### src/rtl/sp_dma_pkg.sv
// Shared definitions for the SP memory-to-memory copy engine.
// The SRAM, CTL and the bench use these widths and constants.
package sp_dma_pkg;

   localparam int ADDR_W              = 16;
   localparam int DATA_W              = 32;
   localparam int LEN_W               = 16;
   localparam int DMA_CYCLES_PER_WORD = 3;

   typedef enum logic [2:0] {
      ST_IDLE = 3'd0,
      ST_RD   = 3'd1,
      ST_CAP  = 3'd2,
      ST_WR   = 3'd3,
      ST_DONE = 3'd4
   } dma_state_e;

endpackage

### src/rtl/sp_dma_if.sv
// Single-port SRAM access port shared between sp_dma (master) and CTL (slave).
interface sp_dma_if;
   import sp_dma_pkg::*;

   logic              dma_req;
   logic              dma_gnt;
   logic [ADDR_W-1:0] dma_addr;
   logic [DATA_W-1:0] dma_di;
   logic              dma_en;
   logic              dma_we;
   logic [DATA_W-1:0] sram_do;

   modport master (
      output dma_req, dma_addr, dma_di, dma_en, dma_we,
      input  dma_gnt, sram_do
   );

   modport slave (
      input  dma_req, dma_addr, dma_di, dma_en, dma_we,
      output dma_gnt, sram_do
   );

endinterface

### src/rtl/sp_dma.sv
// Ascending word-copy engine: read one word, capture it, write it, repeat,
// using the shared SRAM port only in cycles CTL grants it.
//
// state   | meaning
// IDLE    | waiting for start
// RD      | requesting port to read word at src_ptr
// CAP     | port released; read data captured into buffer
// WR      | requesting port to write buffer to dst_ptr
// DONE    | one-cycle completion pulse
module sp_dma
   import sp_dma_pkg::*;
#(
   parameter int ADDR_W = sp_dma_pkg::ADDR_W,
   parameter int DATA_W = sp_dma_pkg::DATA_W,
   parameter int LEN_W  = sp_dma_pkg::LEN_W
) (
   input  logic              clk,
   input  logic              reset,
   input  logic              start,
   input  logic [ADDR_W-1:0] src,
   input  logic [ADDR_W-1:0] dst,
   input  logic [LEN_W-1:0]  len,
   sp_dma_if.master          sram,
   output logic              busy,
   output logic              done,
   output logic [LEN_W-1:0]  remaining
);

   dma_state_e        state, state_nxt;
   logic [ADDR_W-1:0] src_ptr, src_nxt;
   logic [ADDR_W-1:0] dst_ptr, dst_nxt;
   logic [LEN_W-1:0]  rem_nxt;
   logic [DATA_W-1:0] buffer;

   always_comb begin
      state_nxt = state;
      src_nxt   = src_ptr;
      dst_nxt   = dst_ptr;
      rem_nxt   = remaining;
      case (state)
         ST_IDLE: begin
            if (start) begin
               if (len != '0) begin
                  src_nxt   = src;
                  dst_nxt   = dst;
                  rem_nxt   = len;
                  state_nxt = ST_RD;
               end else begin
                  state_nxt = ST_DONE;
               end
            end
         end
         ST_RD: begin
            if (sram.dma_gnt) state_nxt = ST_CAP;
         end
         ST_CAP: state_nxt = ST_WR;
         ST_WR: begin
            if (sram.dma_gnt) begin
               rem_nxt   = remaining - LEN_W'(1);
               src_nxt   = src_ptr + ADDR_W'(1);
               dst_nxt   = dst_ptr + ADDR_W'(1);
               state_nxt = (remaining == LEN_W'(1)) ? ST_DONE : ST_RD;
            end
         end
         ST_DONE: state_nxt = ST_IDLE;
         default: state_nxt = ST_IDLE;
      endcase
   end

   // Registered outputs are loaded from next-state values so they line up
   // with the state they describe.
   always_ff @(posedge clk) begin
      if (!reset) begin
         state         <= ST_IDLE;
         src_ptr       <= '0;
         dst_ptr       <= '0;
         remaining     <= '0;
         buffer        <= '0;
         busy          <= 1'b0;
         done          <= 1'b0;
         sram.dma_req  <= 1'b0;
         sram.dma_addr <= '0;
      end else begin
         state         <= state_nxt;
         src_ptr       <= src_nxt;
         dst_ptr       <= dst_nxt;
         remaining     <= rem_nxt;
         busy          <= (state_nxt != ST_IDLE);
         done          <= (state_nxt == ST_DONE);
         sram.dma_req  <= (state_nxt == ST_RD) || (state_nxt == ST_WR);
         sram.dma_addr <= (state_nxt == ST_WR) ? dst_nxt : src_nxt;
         if (state == ST_CAP) buffer <= sram.sram_do;
      end
   end

   assign sram.dma_di = buffer;

   // Reset gating makes an abort take effect in the reset cycle itself,
   // so no write lands while the engine is being cleared.
   assign sram.dma_en = sram.dma_req & sram.dma_gnt & reset;
   assign sram.dma_we = (state == ST_WR) & sram.dma_req & sram.dma_gnt & reset;

endmodule

### src/flat_wrapper.sv
// flat-port wrapper written by rule: the top's interface ports become plain ports
module sp_dma_flat import sp_dma_pkg::*;
#(
   parameter int ADDR_W = sp_dma_pkg::ADDR_W,
   parameter int DATA_W = sp_dma_pkg::DATA_W,
   parameter int LEN_W  = sp_dma_pkg::LEN_W
)
  (clk, reset, start, src, dst, len, busy, done, remaining, sram_dma_req, sram_dma_addr, sram_dma_di, sram_dma_en, sram_dma_we, sram_dma_gnt, sram_sram_do);
  sp_dma_if sram_i ();
  input  logic clk;
  input  logic reset;
  input  logic start;
  input  logic [ADDR_W-1:0] src;
  input  logic [ADDR_W-1:0] dst;
  input  logic [LEN_W-1:0] len;
  output logic busy;
  output logic done;
  output logic [LEN_W-1:0] remaining;
  output wire logic [$bits(sram_i.dma_req)-1:0] sram_dma_req;
  output wire logic [$bits(sram_i.dma_addr)-1:0] sram_dma_addr;
  output wire logic [$bits(sram_i.dma_di)-1:0] sram_dma_di;
  output wire logic [$bits(sram_i.dma_en)-1:0] sram_dma_en;
  output wire logic [$bits(sram_i.dma_we)-1:0] sram_dma_we;
  input wire logic [$bits(sram_i.dma_gnt)-1:0] sram_dma_gnt;
  input wire logic [$bits(sram_i.sram_do)-1:0] sram_sram_do;
  assign sram_dma_req = sram_i.dma_req;
  assign sram_dma_addr = sram_i.dma_addr;
  assign sram_dma_di = sram_i.dma_di;
  assign sram_dma_en = sram_i.dma_en;
  assign sram_dma_we = sram_i.dma_we;
  assign sram_i.dma_gnt = sram_dma_gnt;
  assign sram_i.sram_do = sram_sram_do;
  sp_dma #(.ADDR_W(ADDR_W), .DATA_W(DATA_W), .LEN_W(LEN_W)) u_core (.clk(clk), .reset(reset), .start(start), .src(src), .dst(dst), .len(len), .sram(sram_i), .busy(busy), .done(done), .remaining(remaining));
endmodule
### config.mk
export PLATFORM = sky130hd
export DESIGN_NAME = sp_dma_flat
export DESIGN_NICKNAME = d
export VERILOG_FILES = /design/src/rtl/sp_dma_pkg.sv /design/src/rtl/sp_dma_if.sv /design/src/rtl/sp_dma.sv /design/src/flat_wrapper.sv
export SDC_FILE = /design/constraint.sdc
export NUM_CORES = 1
export LEC_CHECK = 0
export CORE_MARGIN = 5
export CORE_UTILIZATION = 39
export CTS_CLUSTER_DIAMETER = 80
export CTS_CLUSTER_SIZE = 10
export DETAILED_ROUTE_END_ITERATION = 8
export PLACE_DENSITY = 0.79
export SLEW_MARGIN = 20
export SYNTH_ARGS = -nofsm -noshare
export SYNTH_HDL_FRONTEND = slang
export SYNTH_SLANG_ARGS = --single-unit
### constraint.sdc
create_clock -name clk -period 2.5 [get_ports clk]
set_input_delay 0.375 -clock clk [delete_from_list [all_inputs] [get_ports clk]]
set_output_delay 0.375 -clock clk [all_outputs]
set_load 0.1 [all_outputs]
# Yosys cells after proc, flatten, opt, wreduce, memory -nomap -nowiden
# Index checks and enable logic that the tools add are counted.
word_totals:
  ff_bits: 102
  in_bits: 84
  out_inout_bits: 69
op_classes:
  n_bitwise: 5
  n_eq_ne: 10
  n_mux: 19
  n_reduce_logical: 6
  add_sub_neg: 3
ops:
  columns: ["op", "count"]
  rows:
  - ["two-way mux 16 bit", 10]
  - ["case mux 16 bit (2 select lines)", 3]
  - ["adder 16 x 1 -> 16 bit, second input constant", 2]
  - ["== test 16 x 1 -> 1 bit, second input constant", 1]
  - ["nonzero test 16 bit", 1]
  - ["subtractor 16 x 1 -> 16 bit, second input constant", 1]
  - ["two-way mux 3 bit", 5]
  - ["case mux 3 bit (4 select lines)", 1]
  - ["== test 3 x 2 -> 1 bit, second input constant", 3]
  - ["== test 3 x 1 -> 1 bit, second input constant", 2]
  - ["AND 1 bit", 5]
  - ["inequality test 2 bit, second input constant", 2]
  - ["AND reduction 4 bit", 1]
  - ["== test 3 bit, second input constant", 1]
  - ["zero test 3 bit", 1]
  - ["nonzero test 3 bit", 1]
  - ["inequality test 2 x 1 -> 1 bit, second input constant", 1]
  - ["nonzero test 2 bit", 1]
  - ["logical OR 1 bit", 1]

# Longest topological paths before layout
depth:
  ltp_word: 6
  ltp_mapped: 8

# Worst setup path after synthesis
# OpenSTA, ideal clock, no wires.
synth_timing:
  path_type: "register to output"
  startpoint: "register u_core.sram.dma_req"
  endpoint: "output sram_dma_we"
  t_arrival_ps: 2736
  stages_incl_launch_ff: 3
  path_slack_ps: -611
  path_cell_list: "dfxtp_1 and3_1 and2_1"
synth_between:
  elab_chain_len: 3
synth_rtl:
  columns: ["element", "line", "text"]
  rows:
  - ["from (decl)", "sp_dma_if.sv:14", "output dma_req, dma_addr, dma_di, dma_en, dma_we,"]
  - ["from (signal assigned)", "sp_dma.sv:90", "sram.dma_req <= (state_nxt == ST_RD) || (state_nxt == ST_WR);"]
  - ["AND 1 bit (3 in a row)", "sp_dma.sv:101", "assign sram.dma_we = (state == ST_WR) & sram.dma_req & sram.dma_gnt & reset;"]
  - ["to (decl)", "flat_wrapper.sv:23", "output wire logic [$bits(sram_i.dma_we)-1:0] sram_dma_we;"]
# No other way between the ends.

# Worst setup path after layout
layout_timing:
  startpoint: "input len[8]"
  endpoint: "register u_core.sram.dma_addr[4]"
layout_between:
  elab_chain_len: 6
layout_rtl:
  columns: ["element", "line", "text"]
  rows:
  - ["from (decl)", "flat_wrapper.sv:15", "input logic [LEN_W-1:0] len;"]
  - ["nonzero test 16 bit (*)", "sp_dma.sv:43", "if (len != '0) begin"]
  - ["two-way mux 3 bit", "sp_dma.sv:43", null]
  - ["two-way mux 3 bit", "sp_dma.sv:42", "if (start) begin"]
  - ["case mux 3 bit (4 select lines)", "sp_dma.sv:40", "case (state)"]
  - ["== test 3 x 2 -> 1 bit", "sp_dma.sv:91", "sram.dma_addr <= (state_nxt == ST_WR) ? dst_nxt : src_nxt;"]
  - ["two-way mux 16 bit (*)", "sp_dma.sv:91", null]
  - ["to (signal assigned)", "sp_dma.sv:91", null]
  - ["to (decl)", "sp_dma_if.sv:14", null]
# Every way passes the cells marked *; elsewhere a longest branch is shown, timed or not.
# A chain may end at the register's enable or synchronous reset.

==> summary.md <==
| Metric | Value |
|---|---|
| Crit-path max FO | `5` |
| Synth top area share | `41.01%` |
| CTS Hold Bufs | `0` |
| Class of the worst hold path | `primary input to flip-flop` |
| Critical Path RT | `roughly 2800 ps` |
| Port Buf Inserts | `152` |
| DR WL/cell | `15.88 um` |
| Cell accounting for the most synthesized area | `dfxtp_1` |
| Initial DRT Pass Iterations | `6` |
| Total core area | `between 0.01 and 0.015 mm2` |
| Leakage | `2.866 nW` |
| Final setup vio count | `0` |
| Maximum vdd drop | `approximately 0.33 mV` |
| Die width | `123 um` |
| Die ar. | `0.01513 mm2` |
| Net Count, Synth | `719` |
| Clk sink count | `102` |
| Initial Util | `39.62%` |
| Die height | `~120 um` |
| DP Wirelength | `11.54 mm` |
| Routed WL | `15.56 mm` |
| Skew final | `7.559 ps` |
| Syn_area_per_cell | `around 7.9 um2` |
| Fin crit period | `2404 ps` |
| CP Class | `primary input to flip-flop` |
| Fmax | `416.0 MHz` |
| Yosys warnings | `0` |
| Grt ovf | `0` |
| Area Overhead vs Synth | `42.71%` |
| Top cells by area, synth | `dfxtp_1 (41%), nand2_1 (8.4%), a21oi_1 (7.7%)` |
| Power density cells | `~660 mW/mm2` |
| CTS buffer count | `9` |
| Finished Core Util | `56.55%` |
| Worst hold slack | `about 430 ps` |
| Top-Level Pins | `around 150` |
| Ys flop type | `dfxtp_1` |
| Critical Path Sink Type | `flip-flop` |
| Antenna viol nets, final | `0` |
| Slew Viols, Final | `0` |
| Fraction of layout cells with a size suffix above 1 | `20.30%` |
| Status | `completed` |
| Tightest Pin Transition | `451.4 ps` |
| Yosys reg bits | `roughly 100` |
| Via density per instance | `5.418` |
| Syn Std Cell Area | `0.004980 mm2` |
| Commonest cells after routing, fill and taps aside | `buf_4 (119), nand2_1 (112), dfxtp_1 (101)` |
| Worst slew margin | `between 60 and 70%` |
| Most common cell after layout, fill and taps aside | `buf_4` |
| Post-Syn Instances | `631` |
| Final Net Count | `892` |
| Power Total | `4.707 mW` |
| Sequential share of the synthesized area | `41.01%` |
| Via total after detailed routing | `5310` |
| GP Congestion | `0.8980` |
| Initial antenna violation count | `0` |
| Async S/R FF share, synth | `0%` |
| Clock H-tree levels | `3` |
| Clock Tree Root | `clkbuf_16` |
| Max-cap violation count | `0` |
| Post-synth EDFFs | `0` |
| DRC | `0` |
| FF-to-FF setup slack | `between 300 and 400 ps` |
| Synth cell types | `66` |
| Ant diodes | `0` |
| Worst-Skew Late Latency | `around 350 ps` |
| CP startpoint kind | `primary input` |
| Final Hold Viols | `0` |
| Tcrit/Tclk final | `about 96%` |
| First-pass GRT wire length | `about 25 mm` |
| WP data arrival | `2660 ps` |
| DR iter-0 viols | `376` |
| Vias in the first global route | `5133` |
| CTS Buffer Depth | `2` |
| RSZ-0062 raised after global routing | `false` |
| Gr usage total | `a little over a fifth` |
| Final TNS setup | `0 ps` |
| Clock slew at reported path FFs | `approximately 60 ps` |
| Pin count of the biggest net entering global routing | `40` |
| Num rows | `41` |
| CTS tree | `done` |
==> path summary, 6_finish.rpt <==
path | start | end | cells after the start
min reg2reg | u_core.sram.dma_di[13] | u_core.sram.dma_di[13] | 2
max reg2reg | u_core.state[1] | u_core.dst_ptr[12] | 6
max | len[8] | u_core.sram.dma_addr[4] | 7
min | len[13] | u_core.remaining[13] | 4
==> state kept, by name, indices dropped and copies added (netlist names) <==
name and cells:
u_core.sram.dma_di 32, u_core.dst_ptr 16, u_core.remaining 16, u_core.sram.dma_addr 16
u_core.src_ptr 16, u_core.state 3, u_core.busy 1, u_core.done 1
u_core.sram.dma_req 1
==> metrics by stage <==
stage / cells / worst slack, ps / cell area (um2)
2_1_floorplan: 631 / 130.2 / 4984
3_3_place_gp: 965 / -311.6 / 6802
3_5_place_dp: 965 / -348.2 / 6802
4_1_cts: 980 / 15.73 / 7071
5_1_grt: 980 / 4.194 / 7107
6_report: 980 / 96.14 / 7107
==> area by class of cell <==
class	instances	area (um2)
Inverter	12	45.04
Multi-Input combinational cell	474	2733
Timing Repair Buffer	205	1802
Sequential cell	102	2043
Clock buffer	14	264.0
Fill cell	1175	5461
Clock inverter	1	5.005
Tap cell	172	215.2
==> critical path, cell delays in order <==
cell and delay [ps]:
clkdlybuf4s50_1 430, or4_4 560, o41a_1 510, nor2_1 310, buf_4 190, a221oi_1 90, o22ai_1 200
==> synthesized netlist by cell type (3+ instances only) <==
cell / instances
dfxtp_1: 102
a21oi_1: 77
nor3b_1: 4
and2_1: 10
a31oi_1: 11
clkbuf_1: 36
a31o_2: 4
buf_2: 3
or3_1: 3
a2bb2oi_1: 3
mux2i_1: 7
nor3_1: 14
or4_1: 6
inv_1: 11
a221oi_1: 6
nand3b_1: 3
a22o_1: 3
nor2_1: 42
nand2b_1: 5
and4_1: 6
nand3_1: 22
mux2_2: 4
and3_1: 7
o21ai_0: 31
o221a_2: 3
nor4_1: 10
a22oi_1: 3
o22ai_1: 8
nand4_1: 11
nand2_1: 112
a21o_1: 5
a211oi_1: 10
ha_1: 4
==> power by group <==
group | switching (mW) | internal (mW)
Combinational | 1.04 | 0.499
Sequential | 0.112 | 1.75
Clock | 0.583 | 0.724
Total | 1.73 | 2.97
==> routing by layer <==
metal / GRT usage [%] / up-vias / part of all wire [%]
met1: 25.89 / 2440 / 42
met4: 9.412 / 0 / 2.4
met3: 6.542 / 31 / 8.9
li1: - / 2644 / -
met2: 33.41 / 195 / 46
met5: 0 / - / 0
==> kinds of logic (layout without fill, tap and decap cells) <==
| logic type | after synthesis | after routing | share of synthesized area, % |
|---|---|---|---|
| XOR/XNOR | 1 | 1 | 0.1759 |
| multiplexers | 12 | 12 | 2.613 |
| adder cells (fa/ha/maj) | 4 | 4 | 1.005 |
| AND/OR/NAND/NOR | 268 | 268 | 26.23 |
| AO/OA/AOI/OAI | 189 | 189 | 24.42 |
| buffers and inverters | 55 | 232 | 4.547 |
| flip-flops | 102 | 102 | 41.01 |
==> what timing repair did <==
action                                  CTS  global route
endpoints found under the setup margin    0            12
gates resized for setup                   0            11
setup buffers                             0             1
No activity file was read; power rests on OpenSTA's default activity.
